`src/rtl/ksa_pkg.sv`:
```
// Shared types and constants for the time-multiplexed Kogge-Stone sequencer.
package ksa_pkg;

    localparam int KSA_WORD_W = 16;

    typedef enum logic [1:0] {
        IDLE = 2'd0,
        RUN  = 2'd1,
        DONE = 2'd2
    } state_t;

    // Slice index width; a single-slice build still needs a 1-bit index.
    function automatic int ksa_idx_w(input int nwords);
        return (nwords > 1) ? $clog2(nwords) : 1;
    endfunction

endpackage

```
`src/rtl/ksa16_slice.sv`:
```
// Combinational 16-bit Kogge-Stone adder slice with carry-in and carry-out.
module ksa16_slice
    import ksa_pkg::*;
(
    input  logic [KSA_WORD_W-1:0] a,
    input  logic [KSA_WORD_W-1:0] b,
    input  logic                  cin,
    output logic [KSA_WORD_W-1:0] s,
    output logic                  cout
);

    logic [KSA_WORD_W-1:0] p;
    logic [KSA_WORD_W-1:0] gp;
    logic [KSA_WORD_W-1:0] pp;
    logic [KSA_WORD_W-1:0] gn;
    logic [KSA_WORD_W-1:0] pn;

    always_comb begin
        p  = a ^ b;
        gp = a & b;
        // Fold the carry-in into bit 0 so the prefix tree yields every carry.
        gp[0] = gp[0] | (p[0] & cin);
        pp = p;
        gn = gp;
        pn = pp;
        for (int d = 1; d < KSA_WORD_W; d = d * 2) begin
            gn = gp;
            pn = pp;
            for (int i = d; i < KSA_WORD_W; i++) begin
                gn[i] = gp[i] | (pp[i] & gp[i-d]);
                pn[i] = pp[i] & pp[i-d];
            end
            gp = gn;
            pp = pn;
        end
        s    = p ^ {gp[KSA_WORD_W-2:0], cin};
        cout = gp[KSA_WORD_W-1];
    end

endmodule

```
`src/rtl/ksa_multiword_seq.sv`:
```
// Wide add/subtract sequencer: one 16-bit slice per cycle, LSB first, carry chained via a register.
// Handshake: a transfer occurs on a rising edge where valid && ready are both high on that side.
module ksa_multiword_seq
    import ksa_pkg::*;
#(
    parameter  int WORD_W = KSA_WORD_W,
    parameter  int NWORDS = 4,
    localparam int OP_W   = WORD_W * NWORDS
) (
    input  logic            clk,
    input  logic            rst,
    input  logic            in_valid,
    output logic            in_ready,
    input  logic [OP_W-1:0] a,
    input  logic [OP_W-1:0] b,
    input  logic            cin,
    input  logic            sub,
    output logic            out_valid,
    input  logic            out_ready,
    output logic [OP_W-1:0] sum,
    output logic            cout,
    output logic            ovf,
    output logic            busy,
    output state_t          state_dbg
);

    localparam int IDX_W = ksa_idx_w(NWORDS);
    localparam logic [IDX_W-1:0] LAST_IDX = IDX_W'(NWORDS - 1);

    state_t            state;
    state_t            state_nxt;
    logic [IDX_W-1:0]  idx;
    logic              carry;
    logic [OP_W-1:0]   a_q;
    logic [OP_W-1:0]   beff_q;
    logic [WORD_W-1:0] slice_a;
    logic [WORD_W-1:0] slice_b;
    logic [WORD_W-1:0] slice_s;
    logic              slice_co;
    logic              last;

    assign slice_a = a_q[idx*WORD_W +: WORD_W];
    assign slice_b = beff_q[idx*WORD_W +: WORD_W];
    assign last    = (idx == LAST_IDX);

    ksa16_slice u_slice (
        .a    (slice_a),
        .b    (slice_b),
        .cin  (carry),
        .s    (slice_s),
        .cout (slice_co)
    );

    always_comb begin
        state_nxt = state;
        in_ready  = (state == IDLE) && !rst;
        out_valid = (state == DONE);
        busy      = (state != IDLE);
        state_dbg = state;
        case (state)
            IDLE:    if (in_valid)  state_nxt = RUN;
            RUN:     if (last)      state_nxt = DONE;
            DONE:    if (out_ready) state_nxt = IDLE;
            default:                state_nxt = IDLE;
        endcase
    end

    always_ff @(posedge clk) begin
        if (rst) begin
            state  <= IDLE;
            idx    <= '0;
            carry  <= 1'b0;
            a_q    <= '0;
            beff_q <= '0;
            sum    <= '0;
            cout   <= 1'b0;
            ovf    <= 1'b0;
        end else begin
            state <= state_nxt;
            case (state)
                IDLE: begin
                    if (in_valid) begin
                        a_q    <= a;
                        beff_q <= sub ? ~b : b;
                        carry  <= sub | cin;
                        idx    <= '0;
                    end
                end
                RUN: begin
                    sum[idx*WORD_W +: WORD_W] <= slice_s;
                    carry <= slice_co;
                    idx   <= idx + 1'b1;
                    if (last) begin
                        cout <= slice_co;
                        // Signed overflow: like-signed operands give a result of the other sign.
                        ovf  <= (a_q[OP_W-1] == beff_q[OP_W-1]) && (slice_s[WORD_W-1] != a_q[OP_W-1]);
                    end
                end
                default: ;
            endcase
        end
    end

endmodule

```
`config.mk`:
```
export PLATFORM = sky130hd
export DESIGN_NAME = ksa_multiword_seq
export DESIGN_NICKNAME = d
export VERILOG_FILES = /design/src/rtl/ksa_pkg.sv /design/src/rtl/ksa16_slice.sv /design/src/rtl/ksa_multiword_seq.sv
export SDC_FILE = /design/constraint.sdc
export NUM_CORES = 1
export LEC_CHECK = 0
export ABC_AREA = 1
export BUFFER_PORTS_ARGS = -buffer_cell sky130_fd_sc_hd__buf_2
export CORE_ASPECT_RATIO = 0.8
export CORE_UTILIZATION = 33
export DETAILED_ROUTE_END_ITERATION = 10
export HOLD_SLACK_MARGIN = 0.1
export PLACE_DENSITY_LB_ADDON = 0.12
export SYNTH_ARGS = -nofsm -noshare
export SYNTH_HDL_FRONTEND = slang
export SYNTH_SLANG_ARGS = --single-unit
```
`constraint.sdc`:
```
create_clock -name clk -period 2.9 [get_ports clk]
set_input_delay 0.29 -clock clk [delete_from_list [all_inputs] [get_ports clk]]
set_output_delay 0.29 -clock clk [all_outputs]
set_load 0.05 [all_outputs]
```
==> metrics <==
status=completed; DR DRC count=0; largest area contributor in the netlist=dfxtp_1; GRT Resource Usage Total=approximately 21%; layout cells sized above 1=20.4%; DR iter-0 viols=675; slowest cell on the critical path=fa_1; clock tree buffer depth=2; unrepaired setup endpoints after global routing=yes; # H-tree levels=4; Synth warnings=0; Hold Path Stages=3; Buf/Inv on CP=4; Layout area overhead=22.1%; Net Sw Frac=between 30 and 40%; Initial Utilization=33.5%; clock root cell=clkbuf_16; Pwr Density=between 600 and 700 nW/um^2; Critical Path Sink Type=flip-flop; Synth top area share=between 40% and 50%; routed length per instance=16.5 microns; Min Clock Period, post-route=2.74 ns; Hold Vio Cnt, Final=0; vias in the first global route=8,317; Top Family by Delay on Critical Path=adder cells; Worst Max-Slew Pin Slew=0.885 ns; DIE AREA=~29,000 sq um; Setup Skew=~0.014 ns; Via Count=~8.9k; Post-synth ARST share=0%; Worst path depth=14; FP Rows=between 50 and 60; Antenna diodes=0; max frequency=approximately 360 MHz; total power=roughly 7400 uW; cell count after synthesis=around 1.3k; multi-input logic area=between 4000 and 5000 sq um; Net Sw Power=approximately 2500 uW; placed cells=1,795; EDFF count, synth=0; Post-synth top flop=dfxtp_1; fin. max-slew vios=0; crit share post-route=a little over nine tenths; CP Max Fanout=40; sequential fraction of the synthesis area=between 40% and 50%; clock sink total=~200; Area contributors post-synth=dfxtp_1, nor2_1, nand2_1, o21ai_0, xnor2_1; Mapped Area=around 9500 sq um; total wire length=30,200 microns; Seq cells post-synth=199; clock latency at the later pin of the worst-skew pair=roughly 0.44 ns; Reg clk slew, reported paths=~0.08 ns; Worst setup SP type=flip-flop; PortBufs=slightly above 200; post-synthesis net count=between 1k and 1.5k; count of cell types in the netlist=35; area occupied by registers=3990 sq um; largest net degree at the start of global routing=between 100 and 150; Final setup viols=0; drt first pass iters=5; die height=approximately 150 microns; GPL Wtd Cong=0.875; Avg Cell Area, Syn=roughly 7.4 sq um; Layout Cells excl Fill=approximately 1.8k; fill count=between 3k and 4k; GRT Residual Overflow=0; # IOs=205; hold crit path type=in2reg; Leakage=approximately 0.0050 uW; Seq pwr share=40.9%; CP required=3.26 ns; layout net count=about 1.6k; cell-internal power=roughly 4900 uW; Routed Antenna Nets=0; floorplan core area=28,200 sq um; critical path class=reg2reg; combinational share of power=between 20 and 30%; Clock power frac=34.1%; Worst Path Arrival=between 3 and 4 ns; CTS tree=built; antenna violations before repair=0; Die W=between 150 and 200 microns; DP Wirelength=between 20,000 and 25,000 microns; Post-CTS Setup Inserts=0; Worst path max stage delay=0.40 ns; via/cell ratio=approximately 5; Worst Reg-to-Reg Cells=14; Peak VDD IR=around 0.47 mV; slew margin rel.=41.0%; CTS Buf Count=17; Max-Cap Viols=0; CP Cell Sequence=inv_2 -> buf_12 -> nor2_1 -> o22ai_1 -> fa_1 -> inv_1 -> fa_1 -> inv_1 -> nand3_1 -> nand3_2 -> a21oi_1 -> xnor2_2 -> nand4_1 -> a21oi_1; first-pass GRT wire length=47,000 microns
-- synth_stat cells, types with 18 or more instances --
cell type,number
a211oi_1,64
a21oi_1,76
buf_2,40
clkbuf_1,42
dfxtp_1,199
ha_1,21
inv_1,56
nand2_1,187
nand3_1,29
nand4_1,18
nor2_1,279
o21ai_0,128
o22ai_1,30
xnor2_1,66
-- final cells by class --
type	instances	area share, %
Timing Repair Buffer	235	11.4
Sequential cell	199	34.5
Clock buffer	17	3.68
Multi-Input combinational cell	934	42.6
Inverter	58	1.95
Tap cell	370	4.01
Clock inverter	15	1.82
-- kinds of logic (layout without fill, tap and decap cells) --
family | after synthesis | after routing | synth area share, %
flops | 199 | 199 | 42.1
buf+inv | 149 | 325 | 6.59
compound gates | 306 | 306 | 18.5
simple gates | 534 | 534 | 22.9
xor+xnor | 71 | 71 | 6.65
fa+ha+maj | 23 | 23 | 3.20
-- power by group through the flow --
stage / logic, uW / registers (uW) / clock network [uW]
2_1_floorplan: 1120 / 3130 / 0
3_3_place_gp: 1800 / 3110 / 0
3_5_place_dp: 1820 / 3110 / 0
4_1_cts: 1820 / 3040 / 2600
5_1_grt: 2050 / 3060 / 2690
6_report: 1860 / 3040 / 2530
-- stage by stage --
stage          util, %  setup slack [ns]  TNS (ns)  cell area (sq um)  hold slack [ns]
4_1_cts           40.7            0.0272         0              11500            0.101
5_1_grt           40.9          -0.00467  -0.00541              11500            0.105
2_1_floorplan        -             0.195         0               9460            0.430
3_3_place_gp      38.4            0.0641         0              10800            0.451
6_report          40.9             0.160         0              11500            0.105
3_5_place_dp      38.4            0.0543         0              10800            0.455
-- cells in the final DEF, fill, tap and decap left out, types with 2 or more instances in the layout --
master,synthesis,final
clkinv_8,0,5
o22ai_1,30,25
inv_1,56,55
buf_12,0,4
a32oi_1,3,3
o21ai_0,128,127
nand3b_1,3,3
dfxtp_1,199,198
a22oi_1,3,3
fa_1,2,2
nand2_1,187,183
o22ai_2,0,5
buf_2,40,202
buf_4,1,27
xnor2_1,66,65
nand2_2,5,9
nand4_1,18,18
a21oi_1,76,76
bufinv_16,0,2
clkbuf_16,0,17
nor2_1,279,279
a211oi_1,64,64
ha_1,21,21
and2_2,1,2
nand3_1,29,28
nor3_1,5,5
xor2_1,4,2
xor2_2,1,3
inv_6,0,6
nor2_2,2,2
nor2_4,2,2
-- worst paths after layout --
kind | slack (ns) | endpoint | start
worst max-delay path | 0.16 | sum[24]$_SDFFE_PP0P_ | idx[0]$_SDFFE_PP0P_
worst min register to register | 0.47 | sum[43]$_SDFFE_PP0P_ | sum[43]$_SDFFE_PP0P_
worst max register to register | 0.16 | sum[24]$_SDFFE_PP0P_ | idx[0]$_SDFFE_PP0P_
worst min-delay path | 0.11 | a_q[6]$_SDFFE_PP0P_ | a[6]
-- what timing repair did --
| item | CTS | global route |
|---|---|---|
| resized for setup | 0 | 15 |
| endpoints found under the setup margin | 0 | 34 |
| hold buffers | 1 | 0 |
| endpoints found under the hold margin | 1 | 0 |
-- state kept, by name, indices dropped and copies added, names as in the netlist --
name,flops
beff_q,64
cout,1
carry,1
ovf,1
sum,64
state_dbg,2
idx,2
a_q,64
-- worst reg2reg max path, stage by stage (launching register included) --
cell and delay [ns]:
dfxtp_2 0.34, inv_2 0.10, buf_12 0.21, nor2_1 0.08
o22ai_1 0.22, fa_1 0.24, inv_1 0.06, fa_1 0.40
inv_1 0.09, nand3_1 0.09, nand3_2 0.12, a21oi_1 0.12
xnor2_2 0.34, nand4_1 0.13, a21oi_1 0.14
-- layer usage --
metal / track usage [%] / wire length [microns] / up-vias
li1: - / - / 4568
met1: 30.3 / 15000 / 4106
met2: 32.2 / 13600 / 222
met3: 2.87 / 1300 / 22
met4: 4.65 / 347 / 0
met5: 0 / 0 / -
Power figures use the tool's default switching activity.
